**config.mk**
```make
export PLATFORM = sky130hd
export DESIGN_NAME = dmem_sram_bridge
export DESIGN_NICKNAME = d
export VERILOG_FILES = /design/src/rtl/dmem_sram_bridge_pkg.sv /design/src/rtl/dmem_wbuf.sv /design/src/rtl/dmem_sram_bridge.sv
export SDC_FILE = /design/constraint.sdc
export NUM_CORES = 1
export LEC_CHECK = 0
export ABC_AREA = 0
export CAP_MARGIN = 20
export CORE_AREA = 4 4 146 92
export CTS_CLUSTER_SIZE = 24
export DETAILED_ROUTE_END_ITERATION = 16
export DIE_AREA = 0 0 150 96
export GPL_ROUTABILITY_DRIVEN = 0
export PLACE_DENSITY = 0.83
export SLEW_MARGIN = 40
export SYNTH_ARGS = -nofsm -noshare
export SYNTH_HDL_FRONTEND = slang
export SYNTH_SLANG_ARGS = --single-unit
```
**constraint.sdc**
```tcl
create_clock -name clk -period 3.8 [get_ports clk]
set_input_delay 1.14 -clock clk [delete_from_list [all_inputs] [get_ports clk]]
set_output_delay 1.14 -clock clk [all_outputs]
set_load 0.02 [all_outputs]
```
**src/rtl/dmem_sram_bridge_pkg.sv**
```systemverilog
// Shared data-memory map constants, write-buffer payload type and address-range check.
package dmem_sram_bridge_pkg;

    localparam int unsigned DMEM_WORD_BYTES         = 4;
    localparam int unsigned DMEM_WADDR_W            = 30;
    localparam int unsigned DMEM_MEM_WORDS_DEFAULT  = 16384;
    localparam int unsigned DMEM_STARVE_MAX_DEFAULT = 8;

    typedef struct packed {
        logic [DMEM_WADDR_W-1:0] waddr;
        logic [31:0]             data;
        logic [3:0]              strb;
    } wbuf_entry_t;

    // True when a word address falls inside the populated SRAM.
    function automatic logic dmem_addr_ok(input logic [DMEM_WADDR_W-1:0] waddr,
                                          input int unsigned            mem_words);
        return {2'b00, waddr} < mem_words;
    endfunction

endpackage

```
**src/rtl/dmem_wbuf.sv**
```systemverilog
// One-entry posted-write buffer plus the byte merge that forwards its
// contents into a read response one cycle after the read is accepted.
module dmem_wbuf
    import dmem_sram_bridge_pkg::*;
(
    input  logic                    clk,
    input  logic                    resetb,
    input  logic                    i_load,
    input  logic [DMEM_WADDR_W-1:0] i_load_waddr,
    input  logic [31:0]             i_load_data,
    input  logic [3:0]              i_load_strb,
    input  logic                    i_drain,
    input  logic                    i_snap,
    input  logic [DMEM_WADDR_W-1:0] i_rd_waddr,
    input  logic [31:0]             i_sram_rdata,
    output logic                    o_valid,
    output logic [DMEM_WADDR_W-1:0] o_waddr,
    output logic [31:0]             o_data,
    output logic [3:0]              o_strb,
    output logic [31:0]             o_merged_c
);

    logic        r_valid;
    wbuf_entry_t r_entry;
    logic [3:0]  r_fwd_strb;
    logic [31:0] r_fwd_data;

    // A refill in the drain cycle wins over the drain's clear.
    always_ff @(posedge clk) begin
        if (!resetb) begin
            r_valid    <= 1'b0;
            r_entry    <= '0;
            r_fwd_strb <= 4'b0;
            r_fwd_data <= 32'h0;
        end else begin
            if (i_load) begin
                r_valid       <= 1'b1;
                r_entry.waddr <= i_load_waddr;
                r_entry.data  <= i_load_data;
                r_entry.strb  <= i_load_strb;
            end else if (i_drain) begin
                r_valid <= 1'b0;
            end
            // Snapshot taken before any same-cycle write lands, so reads see the older value.
            r_fwd_strb <= (i_snap && r_valid && (r_entry.waddr == i_rd_waddr)) ? r_entry.strb : 4'b0;
            r_fwd_data <= r_entry.data;
        end
    end

    always_comb begin
        o_merged_c = i_sram_rdata;
        for (int b = 0; b < 4; b++) begin
            if (r_fwd_strb[b]) begin
                o_merged_c[8*b +: 8] = r_fwd_data[8*b +: 8];
            end
        end
    end

    assign o_valid = r_valid;
    assign o_waddr = r_entry.waddr;
    assign o_data  = r_entry.data;
    assign o_strb  = r_entry.strb;

endmodule

```
**src/rtl/dmem_sram_bridge.sv**
```systemverilog
// Bridges the core's split read/write data ports onto one single-port SRAM.
// Reads own the port; buffered writes drain in spare cycles or when starved.
module dmem_sram_bridge
    import dmem_sram_bridge_pkg::*;
#(
    parameter int unsigned MEM_WORDS  = DMEM_MEM_WORDS_DEFAULT,
    parameter int unsigned STARVE_MAX = DMEM_STARVE_MAX_DEFAULT
)(
    input  logic                         clk,
    input  logic                         resetb,
    input  logic                         dmem_wready,
    input  logic [31:0]                  dmem_waddr,
    input  logic [31:0]                  dmem_wdata,
    input  logic [3:0]                   dmem_wstrb,
    output logic                         dmem_wvalid,
    input  logic                         dmem_rready,
    input  logic [31:0]                  dmem_raddr,
    output logic                         dmem_rvalid,
    output logic                         dmem_rresp,
    output logic [31:0]                  dmem_rdata,
    output logic                         sram_ce,
    output logic [3:0]                   sram_we,
    output logic [$clog2(MEM_WORDS)-1:0] sram_addr,
    output logic [31:0]                  sram_wdata,
    input  logic [31:0]                  sram_rdata
);

    localparam int unsigned AW = $clog2(MEM_WORDS);
    localparam int unsigned CW = (STARVE_MAX > 0) ? $clog2(STARVE_MAX + 1) : 1;

    logic [DMEM_WADDR_W-1:0] w_rd_waddr;
    logic [DMEM_WADDR_W-1:0] w_wr_waddr;
    logic [DMEM_WADDR_W-1:0] w_buf_waddr;
    logic [31:0]             w_buf_data;
    logic [3:0]              w_buf_strb;
    logic [31:0]             w_merged;
    logic                    w_buf_valid;
    logic                    w_rd_ok;
    logic                    w_wr_ok;
    logic                    w_force;
    logic                    w_rd_accept;
    logic                    w_rd_port;
    logic                    w_drain;
    logic                    w_load;
    logic [3:0]              w_unused_addr_bits;

    logic                    r_rvalid;
    logic                    r_rresp;
    logic                    r_rd_sram;
    logic [CW-1:0]           r_starve;

    assign w_rd_waddr         = dmem_raddr[31:2];
    assign w_wr_waddr         = dmem_waddr[31:2];
    assign w_unused_addr_bits = {dmem_raddr[1:0], dmem_waddr[1:0]};
    assign w_rd_ok            = dmem_addr_ok(w_rd_waddr, MEM_WORDS);
    assign w_wr_ok            = dmem_addr_ok(w_wr_waddr, MEM_WORDS);

    // Port arbitration; everything is held off while reset is asserted.
    assign w_force     = w_buf_valid && (r_starve == CW'(STARVE_MAX));
    assign w_rd_accept = resetb && dmem_rready && !w_force;
    assign w_rd_port   = w_rd_accept && w_rd_ok;
    assign w_drain     = resetb && w_buf_valid && !w_rd_port;
    assign dmem_wvalid = resetb && dmem_wready && (!w_buf_valid || w_drain);
    assign w_load      = dmem_wvalid && w_wr_ok && (dmem_wstrb != 4'b0);

    dmem_wbuf u_wbuf (
        .clk          (clk),
        .resetb       (resetb),
        .i_load       (w_load),
        .i_load_waddr (w_wr_waddr),
        .i_load_data  (dmem_wdata),
        .i_load_strb  (dmem_wstrb),
        .i_drain      (w_drain),
        .i_snap       (w_rd_port),
        .i_rd_waddr   (w_rd_waddr),
        .i_sram_rdata (sram_rdata),
        .o_valid      (w_buf_valid),
        .o_waddr      (w_buf_waddr),
        .o_data       (w_buf_data),
        .o_strb       (w_buf_strb),
        .o_merged_c   (w_merged)
    );

    always_comb begin
        sram_ce    = 1'b0;
        sram_we    = 4'b0;
        sram_addr  = '0;
        sram_wdata = 32'h0;
        if (w_rd_port) begin
            sram_ce   = 1'b1;
            sram_addr = AW'(w_rd_waddr);
        end else if (w_drain) begin
            sram_ce    = 1'b1;
            sram_we    = w_buf_strb;
            sram_addr  = AW'(w_buf_waddr);
            sram_wdata = w_buf_data;
        end
    end

    // Read response tracking and the write-starvation counter.
    always_ff @(posedge clk) begin
        if (!resetb) begin
            r_rvalid  <= 1'b0;
            r_rresp   <= 1'b1;
            r_rd_sram <= 1'b0;
            r_starve  <= '0;
        end else begin
            r_rvalid  <= w_rd_accept;
            r_rresp   <= w_rd_accept ? w_rd_ok : 1'b1;
            r_rd_sram <= w_rd_port;
            if (!w_buf_valid || w_drain) begin
                r_starve <= '0;
            end else if (w_rd_port && (r_starve != CW'(STARVE_MAX))) begin
                r_starve <= r_starve + CW'(1);
            end
        end
    end

    assign dmem_rvalid = r_rvalid;
    assign dmem_rresp  = r_rresp;
    assign dmem_rdata  = r_rd_sram ? w_merged : 32'h0;

endmodule

```
* Yosys cells after proc, flatten, opt, wreduce, memory -nomap -nowiden
Index checks and enable logic that the tools add are counted.
** Word-level totals
- Bits in registers :: 110
- Input port bits :: 136
- Output and inout port bits :: 86
- Word-level logic and storage cells :: 54
** Operators by class
- $add $sub $neg :: 1
- $lt $le $gt $ge :: 2
- Eq/ne operators :: 3
- Multiplexer cells :: 15
- Bitwise logic cells :: 1
- Reduce and logical (&&, ||, !) cells :: 22
** Operators with widths (number)
- $mux 32 :: 3
- $lt 30x15->1 const B :: 2
- $mux 8 :: 4
- $eq 30x30->1 :: 1
- $mux 14 :: 2
- $logic_and 1x1->1 :: 13
- $mux 4 :: 2
- $add 4x1->4 const B :: 1
- $eq 4x4->1 const B :: 1
- $mux 1 :: 4
- $ne 4x4->1 const B :: 1
- $reduce_and 2->1 :: 2
- $reduce_bool 4->1 :: 1
- $logic_not 1->1 :: 3
- $reduce_bool 2->1 :: 1
- $reduce_or 2->1 :: 1
- $logic_or 1x1->1 :: 1
- $not 1->1 :: 1

* Longest topological paths before layout
Gate-level depths: netlist of run 1.
- Depth after elaboration :: 12
- Mapped depth :: 9
- Gate-level depth less buffers :: 7

* Hierarchy
From an unflattened synthesis of run 1, not the netlist that was laid out.
** Second synthesis, totals
- Cells, all modules :: 543
- Area, all modules :: 5338.9 sq um
** By module, submodules not included
- dmem_wbuf :: instances 1, cells each 372, area an instance 4190.3 sq um, seq. area each 2062.0 sq um
- dmem_sram_bridge :: instances 1, cells each 171, area an instance 1148.6 sq um, seq. area each 140.1 sq um

* Worst setup path before layout of run 1
OpenSTA, ideal clock, no wires.
- Path kind :: in2out
- From :: input port dmem_raddr[20]
- To :: output port sram_addr[10]
- Data arrival time :: 2457 ps
- Required time :: 2660 ps
- Setup slack :: 203 ps
- Stages :: 7
- Buffers on the path :: 2
- Cells stage by stage :: nor4_1 -> and4_1 -> buf_2 -> nand2_1 -> inv_2 -> buf_2 -> o21ai_0
** Between the ends
- Cells in the longest elaborated chain, start to end :: 6
** RTL lines
- from (decl) :: RTL line dmem_sram_bridge.sv:17 : input logic [31:0] dmem_raddr,
- $lt 30x15->1 * :: RTL line dmem_sram_bridge_pkg.sv:18 : return {2'b00, waddr} < mem_words;
- $logic_and 1x1->1 * :: RTL line dmem_sram_bridge.sv:61 : assign w_rd_port = w_rd_accept && w_rd_ok;
- $logic_not 1->1 :: RTL line dmem_sram_bridge.sv:62 : assign w_drain = resetb && w_buf_valid && !w_rd_port;
- $logic_and 1x1->1 :: RTL line dmem_sram_bridge.sv:62
- $mux 14 :: RTL line dmem_sram_bridge.sv:92 : end else if (w_drain) begin
- $mux 14 * :: RTL line dmem_sram_bridge.sv:89 : if (w_rd_port) begin
- to (decl) :: RTL line dmem_sram_bridge.sv:23 : output logic [$clog2(MEM_WORDS)-1:0] sram_addr,
Every way passes the cells marked *; elsewhere a longest branch is shown, timed or not.

* Final worst setup path of run 1
- From :: input port dmem_raddr[30]
- To :: output port sram_wdata[5]
** Between the ends
- Cells in the longest elaborated chain, start to end :: 6
** RTL lines
- $lt 30x15->1 * :: RTL line dmem_sram_bridge_pkg.sv:18
- $logic_and 1x1->1 * :: RTL line dmem_sram_bridge.sv:61
- $logic_not 1->1 :: RTL line dmem_sram_bridge.sv:62
- $logic_and 1x1->1 :: RTL line dmem_sram_bridge.sv:62
- $mux 32 :: RTL line dmem_sram_bridge.sv:92
- $mux 32 * :: RTL line dmem_sram_bridge.sv:89
- to (decl) :: RTL line dmem_sram_bridge.sv:24 : output logic [31:0] sram_wdata,
Marks and branches as above.

==> run_results.csv, run 1 <==
group,metric,value,unit
route,via_per_inst,5.066,
critical_path,cp-end-kind,"primary output",
synth,synthCells,516,
finish,diodes,0,
timing,maxSlewViolCount,0,
synth,ys_seq_elements,110,
cts,cts_sinks,110,
critical_path,crit_slowest_cell,"and4_4",
route,drt.antenna.violating_nets,0,
power_and_ir_drop,power_density,283.7,mW/mm^2
power_and_ir_drop,vdd_drop_max,0.0001955,V
timing,max_freq,265.5,MHz
grt,grt_pass1_vias,4886,
die,fp.dieH,96,um
route,vias,4656,
critical_path,critPathMaxFanout,8,
critical_path,worstPathArrival,2630,ps
die,fp.dieW,150,um
timing,relSlewSlack,0.5639,
run,maxCapViolCount,0,
critical_path,critical-path-top-delay-family,"simple AND/OR/NAND/NOR gates",
cts,clk_latency,330,ps
synth,synthDistinctLibCells,35,
synth,ys_warn_count,0,
place,io_buffers,217,
timing,tns,0,ps
place,place_hpwl,12.20,mm
status,outcome,"finished, final reports clean",
finish,n_fill_cell,957,
grt,grt_usage,0.2240,
finish,area_growth,55.98,%
route,first_iter_violations,257,
timing,fin_ws,33.06,ps
cts,h-tree-depth,3,
critical_path,regToRegStartpoint,"r_starve[0]",
synth,syn_area_per_cell,9.910,sq um
timing,rsz0062_at_grt,"false",
finish,num-nets-final,887,
route,drc,0,
grt,grt_pass1_wl,25.29,mm
critical_path,crit_buf_inv,4,
synth,yosysSeqAreaShare,0.4306,
synth,syn_area,0.005114,sq mm
grt,grt_overflow,0,
synth,async_reset_ff_frac,0,
critical_path,cp_common_cell,"buf_6",
cts,clk_pin_slew,70,ps
route,wl_per_cell,18.24,um
finish,drive_gt1_frac,0.2281,
critical_path,critPathKind,"input port to primary output",
route,wirelength,16.76,mm
cts,root_buffer,"clkbuf_16",
power_and_ir_drop,p_leak,3.339,nW
route,dr.pass1.iters,5,
timing,hold_viol_final,0,
critical_path,required,2660,ps
finish,instances_no_fill,919,
finish,mostFrequentLayoutCells,"148 x clkdlybuf4s50_1, 110 x dfxtp_1, 50 x mux2i_1, 48 x and2_1, 40 x nand2_1",
critical_path,cp-startpoint,"dmem_raddr[30]",
synth,syn_nets,654,
hold_path,min_from,"u_wbuf.o_strb[0]",
place,placed_cells,896,
die,placementRows,31,
grt,antenna_found_initial,0,
synth,synth_edf_count,0,
timing,final.period_utilization,0.9913,
die,die_area,0.01440,sq mm
hold_path,hold_class,"flop to flop",
critical_path,cp-start-kind,"input port",
cts,cts_buffers,9,
timing,worstMarginPinSlew,648.2,ps
finish,layout.cells.most_common,"clkdlybuf4s50_1",
die,start_util,0.4280,
grt,grt_max_degree,87,
cts,clockBufferDepth,2,
critical_path,max_stage_delay,300,ps
timing,fin_crit,3767,ps
critical_path,path_cells,"clkdlybuf4s15_1, nor4_1, and4_4, buf_6, a21oi_4, clkbuf_16, and2_1, buf_6",
timing,setup_viol,0,
die,pin_count,222,
cts,cts_tree,"done",
place,place_ws,-797.6,ps
die,core,0.01195,sq mm
timing,fin_worst_skew,8.293,ps
synth,synth_ff_type,"dfxtp_1",
[kinds of logic after synthesis]
group                      count (synthesis)  synth area share
and+or+nand+nor                          227            0.2564
DFF                                      110            0.4306
muxes                                     82            0.1904
buffers and inverters                     42           0.03743
xor gates and xnor gates                  32           0.05481
AOI/OAI and AO/OA                         21           0.02545
adders and majority gates                  2          0.004893
[metal layers]
layer	GRT usage	vias up	wire length, um	part of all wire
met1	0.2782	2259	7419	0.44
met2	0.3882	161	7895	0.47
met4	0.04490	0	186	0.011
li1	-	2220	-	-
met5	0	-	0	0
met3	0.06965	16	1257	0.075
[worst register-to-register path, cell delays in order (launching register included)]
cell	delay (ps)
dfxtp_1	360
inv_1	90
ha_1	220
and3b_1	240
a21oi_4	250
buf_6	230
a311o_2	230
buf_12	260
mux2_2	400
[report_power, final]
group | switching (mW) | internal [mW] | total [mW]
Clock | 0.420 | 0.466 | 0.887
Combinational | 0.0780 | 0.146 | 0.224
Sequential | 0.000290 | 1.15 | 1.15
[cell usage after synthesis (all sizes together), types with 2 or more instances]
cell type,number,share of area
mux2,32,0.092
nand2,40,0.029
xor2,31,0.053
nand3,32,0.031
inv,8,0.0059
and3,2,0.0024
buf,9,0.013
nand4,4,0.0049
and2,64,0.078
nor3,8,0.0078
dfxtp,110,0.43
mux2i,50,0.098
clkbuf,25,0.018
nor2b,32,0.039
a21oi,3,0.0037
ha,2,0.0049
nor2,2,0.0015
o21ai,14,0.014
and3b,17,0.029
nor4,23,0.028
[flip-flops by register name (all words and copies together) (netlist names)]
signal             count
u_wbuf.o_data         32
u_wbuf.o_valid         1
u_wbuf.o_waddr        30
r_rd_sram              1
dmem_rvalid            1
u_wbuf.o_strb          4
u_wbuf.r_fwd_strb      4
u_wbuf.r_fwd_data     32
dmem_rresp             1
r_starve               4
[metrics by stage]
stage	util	power (mW)	hold slack (ps)	instance area [sq um]
after floorplan	-	1.226	434.7	5114
after global placement	0.6388	1.399	446.5	7631
after detailed placement	0.6388	1.404	456.0	7631
after CTS	0.6544	2.284	468.4	7818
after global routing	0.6677	2.342	497.2	7976
final	0.6677	2.263	467.1	7976
[final cells by class]
class | instances | area (sq um) | share of cell area
multi-input cells | 364 | 2820 | 0.3536
repair buffers | 256 | 2436 | 0.3054
flip-flops and latches | 110 | 2202 | 0.2761
clock inverters | 4 | 32.53 | 0.004078
inverters | 8 | 32.53 | 0.004078
clock buffers | 12 | 246.5 | 0.03090
well taps | 165 | 206.4 | 0.02588
[final timing paths]
check	endpoint	slack (ps)	cells past startpoint
max reg2reg	u_wbuf.o_data[10]	1420	8
max	sram_wdata[5]	30	8
min	u_wbuf.o_strb[0]	470	2
min reg2reg	u_wbuf.o_strb[0]	470	2
[repair_timing]
item	in CTS	in global routing
cloned	2	2
pin swaps	5	6
buffers inserted	5	0
hold buffers	0	0
resized for setup	271	82
endpoints found under the setup margin	52	47
(Power assumes the default switching activity.)
==> run 2, diff against run 1 <==
--- a/config.mk
+++ b/config.mk
@@ -6,13 +6,14 @@
 export NUM_CORES = 1
 export LEC_CHECK = 0
 export ABC_AREA = 0
-export CAP_MARGIN = 20
-export CORE_AREA = 4 4 146 92
+export CAP_MARGIN = 10
+export CORE_AREA = 4 4 155 97
+export CTS_CLUSTER_DIAMETER = 150
 export CTS_CLUSTER_SIZE = 24
 export DETAILED_ROUTE_END_ITERATION = 16
-export DIE_AREA = 0 0 150 96
+export DIE_AREA = 0 0 159 101
 export GPL_ROUTABILITY_DRIVEN = 0
-export PLACE_DENSITY = 0.83
+export PLACE_DENSITY = 0.79
 export SLEW_MARGIN = 40
 export SYNTH_ARGS = -nofsm -noshare
 export SYNTH_HDL_FRONTEND = slang
==> constraint.sdc (replaced) <==
create_clock -name clk -period 3.3 [get_ports clk]
set_input_delay 0.99 -clock clk [delete_from_list [all_inputs] [get_ports clk]]
set_output_delay 0.99 -clock clk [all_outputs]
set_load 0.02 [all_outputs]
==> run_results.csv, run 2 (synthesis gave the netlist of run 1 again) <==
group,metric,value,unit
critical_path,cp-start-kind,"input port",
timing,max_freq,298.4,MHz
timing,fin_worst_skew,5.181,ps
grt,grt_pass1_wl,26.67,mm
critical_path,cp-startpoint,"dmem_raddr[25]",
die,core,0.01350,sq mm
timing,maxSlewViolCount,0,
cts,clk_latency,340,ps
cts,cts_tree,"done",
critical_path,required,2310,ps
finish,mostFrequentLayoutCells,"129 x clkdlybuf4s50_1, 110 x dfxtp_1, 56 x buf_4, 55 x buf_6, 50 x mux2i_1",
cts,root_buffer,"clkbuf_16",
die,pin_count,222,
power_and_ir_drop,combPwrFrac,0.105,
run,maxCapViolCount,0,
place,io_buffers,217,
place,placed_cells,928,
place,place_hpwl,12.51,mm
cts,hold_buffers,0,
route,drt.antenna.violating_nets,0,
finish,utilization,0.6432,
die,fp.dieW,159,um
critical_path,critPathMaxFanout,5,
finish,instances_no_fill,957,
cts,cts_sinks,110,
route,via_per_inst,4.948,
die,start_util,0.3787,
grt,antenna_found_initial,0,
route,vias,4735,
timing,relSlewSlack,0.6154,
hold_path,hold_class,"flop to flop",
power_and_ir_drop,power,2.749,mW
grt,grt_usage,0.2077,
die,placementRows,33,
finish,num-nets-final,915,
finish,layout.cells.most_common,"clkdlybuf4s50_1",
critical_path,regToRegStartpoint,"r_starve[0]",
power_and_ir_drop,p_leak,3.913,nW
status,outcome,"finished with violations",
route,wl_per_cell,18.13,um
finish,area_growth,69.83,%
timing,fin_ws,-50.80,ps
critical_path,worstPathArrival,2360,ps
power_and_ir_drop,p_int,2.155,mW
grt,grt_overflow,0,
die,fp.dieH,101,um
timing,fin_crit,3351,ps
grt,grt_max_degree,35,
route,first_iter_violations,208,
timing,final.period_utilization,1.015,
route,dr.pass1.iters,4,
grt,grt_pass1_vias,5045,
hold_path,min_from,"u_wbuf.o_strb[1]",
timing,rsz0062_at_grt,"true",
finish,drive_gt1_frac,0.3095,
timing,setup_viol,38,
power_and_ir_drop,p_sw,0.5944,mW
place,placed_area,0.007809,sq mm
route,drc,0,
die,die_area,0.01606,sq mm
cts,clockBufferDepth,2,
timing,worstMarginPinSlew,576.1,ps
critical_path,cp-end-kind,"primary output",
power_and_ir_drop,vdd_drop_max,0.0002315,V
cts,h-tree-depth,3,
power_and_ir_drop,p_seq_frac,0.483,
cts,clk_pin_slew,70,ps
timing,hold_viol_final,0,
cts,cts_buffers,9,
status,violations,"negative setup slack",
finish,stdcell_area,0.008685,sq mm
finish,diodes,0,
critical_path,critPathKind,"input port to primary output",
power_and_ir_drop,clkPwrFrac,0.412,
power_and_ir_drop,swShare,0.2162,
route,wirelength,17.35,mm
power_and_ir_drop,power_density,316.6,mW/mm^2
[run 2: changes by cell type in the layout (fill, tap and decap cells not counted), sizes merged, moves of 2 or more]
cell	before	now
dlygate4sd2	1	4
clkdlybuf4s15	8	3
buf	89	132
clkdlybuf4s50	148	129
clkbuf	22	12
inv	8	10
dlymetal6s2s	0	15
[run 2: worst paths after layout]
check                endpoint  slack [ps]  cells past startpoint
min reg2reg  u_wbuf.o_strb[1]         480                      2
max reg2reg  u_wbuf.o_data[7]         690                     11
min          u_wbuf.o_strb[1]         480                      2
max              sram_addr[9]         -50                     10
[run 2: layout make-up]
cell class                      instances  area (sq um)
Clock buffer                           11         252.7
Clock inverter                          5         63.81
Fill cell                            1076          4817
Inverter                                8         32.53
Multi-Input combinational cell        364          3024
Sequential cell                       110          2202
Tap cell                              175         219.0
Timing Repair Buffer                  284          2890
[run 2: through the flow]
step                setup WS [ps]  TNS [ps]  hold WS, ps
floorplan                   3.149         0        434.7
global placement           -834.2    -41310        447.6
detailed placement         -832.2    -40290        455.8
CTS                        -23.22    -23.22        480.2
global route               -78.49     -1715        498.9
finish                     -50.80    -845.8        476.2
[run 2: critical path, stage by stage]
cell and delay [ps]:
buf_6 100, nor4_4 280, and4_4 310, buf_6 130, nand2_4 60, inv_4 70, buf_12 110, buf_12 130
o21ai_4 50, buf_6 130
[run 2: layer usage]
| layer | routed length (um) | track usage | vias to the layer above |
|---|---|---|---|
| li1 | - | - | 2284 |
| met1 | 7858 | 0.2596 | 2283 |
| met2 | 8274 | 0.3549 | 152 |
| met3 | 1017 | 0.06498 | 16 |
| met4 | 198 | 0.04867 | 0 |
| met5 | 0 | 0 | - |
[run 2: power groups by stage]
stage                     Sequential, mW  Clock [mW]  Combinational (mW)
after CTS                           1.33        1.17               0.284
final                               1.33        1.13               0.289
after floorplan                     1.36           0              0.0517
after detailed placement            1.36           0               0.276
after global placement              1.36           0               0.271
after global routing                1.33        1.21               0.307
[run 2: timing repair]
| action | 4_1_cts | 5_1_grt |
|---|---|---|
| endpoints found under the setup margin | 55 | 67 |
| buffers inserted | 9 | 3 |
| pin swaps | 30 | 20 |
| resized for setup | 464 | 39 |
| cloned | 4 | 0 |
==> run 3, diff against run 2 <==
--- a/config.mk
+++ b/config.mk
@@ -7,14 +7,16 @@
 export LEC_CHECK = 0
 export ABC_AREA = 0
 export CAP_MARGIN = 10
-export CORE_AREA = 4 4 155 97
+export CORE_AREA = 4 4 157 98
 export CTS_CLUSTER_DIAMETER = 150
 export CTS_CLUSTER_SIZE = 24
 export DETAILED_ROUTE_END_ITERATION = 16
-export DIE_AREA = 0 0 159 101
+export DIE_AREA = 0 0 161 102
 export GPL_ROUTABILITY_DRIVEN = 0
 export PLACE_DENSITY = 0.79
 export SLEW_MARGIN = 40
 export SYNTH_ARGS = -nofsm -noshare
 export SYNTH_HDL_FRONTEND = slang
+export SYNTH_HIERARCHICAL = 1
 export SYNTH_SLANG_ARGS = --single-unit
+export TNS_END_PERCENT = 30
==> run_results.csv, run 3 <==
group,metric,value,unit
route,first_iter_violations,214,
timing,maxSlewViolCount,0,
grt,grt_pass1_vias,4991,
status,violations,"negative setup slack",
place,placed_area,0.008069,sq mm
die,core,0.01412,sq mm
power_and_ir_drop,p_leak,3.471,nW
synth,syn_area,0.005339,sq mm
cts,clk_pin_slew,60,ps
synth,ys_seq_elements,110,
timing,fin_worst_skew,12.55,ps
cts,cts_tree,"done",
place,place_hpwl,12.40,mm
finish,n_fill_cell,1188,
route,via_per_inst,4.758,
route,drt.antenna.violating_nets,0,
grt,grt_usage,0.2049,
finish,layout.cells.most_common,"clkdlybuf4s50_1",
synth,synthTopCellsByCount,"110 x dfxtp_1, 101 x and2_1, 67 x nor2b_1",
finish,drive_gt1_frac,0.3033,
timing,hold_viol_final,0,
route,wirelength,17.12,mm
synth,async_reset_ff_frac,0,
grt,antenna_found_initial,1,
timing,rsz0062_at_grt,"true",
timing,fin_ws,-132.0,ps
die,die_area,0.01642,sq mm
place,io_buffers,217,
finish,diodes,0,
cts,root_buffer,"clkbuf_16",
synth,yosysMostFrequentCell,"dfxtp_1",
synth,synth_edf_count,0,
synth,ys_warn_count,6,
grt,grt_overflow,0,
die,pin_count,222,
cts,cts_sinks,110,
timing,finalHoldWorstSlack,476.1,ps
cts,clk_latency,340,ps
cts,h-tree-depth,3,
critical_path,required,2310,ps
synth,synthCells,543,
status,outcome,"finished with violations",
place,placed_cells,975,
critical_path,cp-end-kind,"primary output",
critical_path,crit_slowest_cell,"and4_4",
finish,instances_no_fill,1009,
cts,clockBufferDepth,2,
critical_path,path_cells,"buf_2, nor4_2, and4_4, buf_12, a21oi_4, buf_6, buf_16, and2_4, buf_6",
critical_path,critPathMaxFanout,8,
hold_path,hold_class,"flop to flop",
route,vias,4801,
grt,grt_pass1_wl,26.50,mm
critical_path,cp_common_cell,"buf_6",
synth,synthDistinctLibCells,32,
timing,worstMarginPinSlew,468.1,ps
timing,relSlewSlack,0.6851,
finish,stdcell_area,0.008707,sq mm
power_and_ir_drop,power_density,305.9,mW/mm^2
power_and_ir_drop,vdd_drop_max,0.0002323,V
grt,grt_max_degree,50,
run,maxCapViolCount,0,
timing,final.period_utilization,1.040,
synth,yosysSeqAreaShare,0.4125,
timing,tns,-4117,ps
synth,synth_ff_type,"dfxtp_1",
synth,yosys.area.top_type,"dfxtp_1",
place,place_ws,-848.8,ps
die,fp.dieH,102,um
cts,cts_buffers,9,
finish,utilization,0.6165,
critical_path,cp-start-kind,"input port",
route,dr.pass1.iters,4,
critical_path,worstPathArrival,2440,ps
synth,netlist_top_cells_area,"dfxtp_1 41%, mux2i_1 12%, and2_1 12%",
route,wl_per_cell,16.96,um
die,fp.dieW,161,um
power_and_ir_drop,power,2.663,mW
finish,num-nets-final,944,
timing,fin_crit,3432,ps
die,start_util,0.3780,
critical_path,critical-path-top-delay-family,"simple AND/OR/NAND/NOR gates",
synth,syn_area_per_cell,9.832,sq um
die,placementRows,34,
timing,max_freq,291.4,MHz
timing,setup_viol,49,
finish,area_growth,63.09,%
finish,mostFrequentLayoutCells,"115 x clkdlybuf4s50_1, 110 x dfxtp_1, 67 x nor2b_1, 66 x and2_1, 66 x mux2i_1",
route,drc,0,
synth,synth.top_cell.area_share,0.4125,
synth,syn_nets,681,
critical_path,crit_buf_inv,5,
critical_path,critPathKind,"input port to primary output",
critical_path,max_stage_delay,280,ps
-- run 3: path summary, 6_finish.rpt --
path / start / to / slack [ps] / cells after the start
setup reg to reg: r_starve[0] / u_wbuf/r_fwd_strb[3] / 440 / 12
hold reg to reg: u_wbuf/o_strb[1] / u_wbuf/r_fwd_strb[1] / 480 / 2
hold / removal: u_wbuf/o_strb[1] / u_wbuf/r_fwd_strb[1] / 480 / 2
setup / recovery: dmem_raddr[22] / sram_wdata[16] / -130 / 9
-- run 3: logic make-up after synthesis --
| kind of cell | share of synthesized area |
|---|---|
| adder cells (fa/ha/maj) | 0.004686 |
| XOR/XNOR | 0.05390 |
| multiplexers | 0.1933 |
| buffers and inverters | 0.03492 |
| AO/OA/AOI/OAI | 0.02320 |
| AND/OR/NAND/NOR | 0.2775 |
| flip-flops | 0.4125 |
-- run 3: cell type report --
| class | count | area (sq um) | area share |
|---|---|---|---|
| Multi-Input combinational cell | 395 | 3126 | 0.3590 |
| Timing Repair Buffer | 288 | 2841 | 0.3263 |
| Sequential cell | 110 | 2202 | 0.2529 |
| Tap cell | 198 | 247.7 | 0.02845 |
| Clock buffer | 11 | 242.7 | 0.02788 |
| Clock inverter | 5 | 40.04 | 0.004598 |
| Inverter | 2 | 7.507 | 0.0008622 |
-- run 3: metal layers --
layer	track usage	part of all wire	routed length, um
met3	0.07981	0.087	1495
met5	0	0.00070	12
met1	0.2681	0.46	7851
met2	0.3209	0.44	7598
met4	0.05374	0.0093	159
-- run 3: what timing repair did --
action	CTS	global route
gates cloned	7	0
gates resized for setup	412	75
hold buffers	0	0
setup buffers	9	2
setup endpoints to repair	86	52
pin swaps	19	10
-- run 3: power by group --
group | leakage [nW] | internal (mW) | switching (mW)
Clock | 0.140 | 0.541 | 0.501
Sequential | 0.886 | 1.33 | 0.000315
Combinational | 2.44 | 0.199 | 0.0936
Total | 3.47 | 2.07 | 0.595
-- run 3: worst min-delay path, stage by stage (launching register included) --
cell and delay [ps]:
dfxtp_1 320, nand3_1 70, nor3_1 50
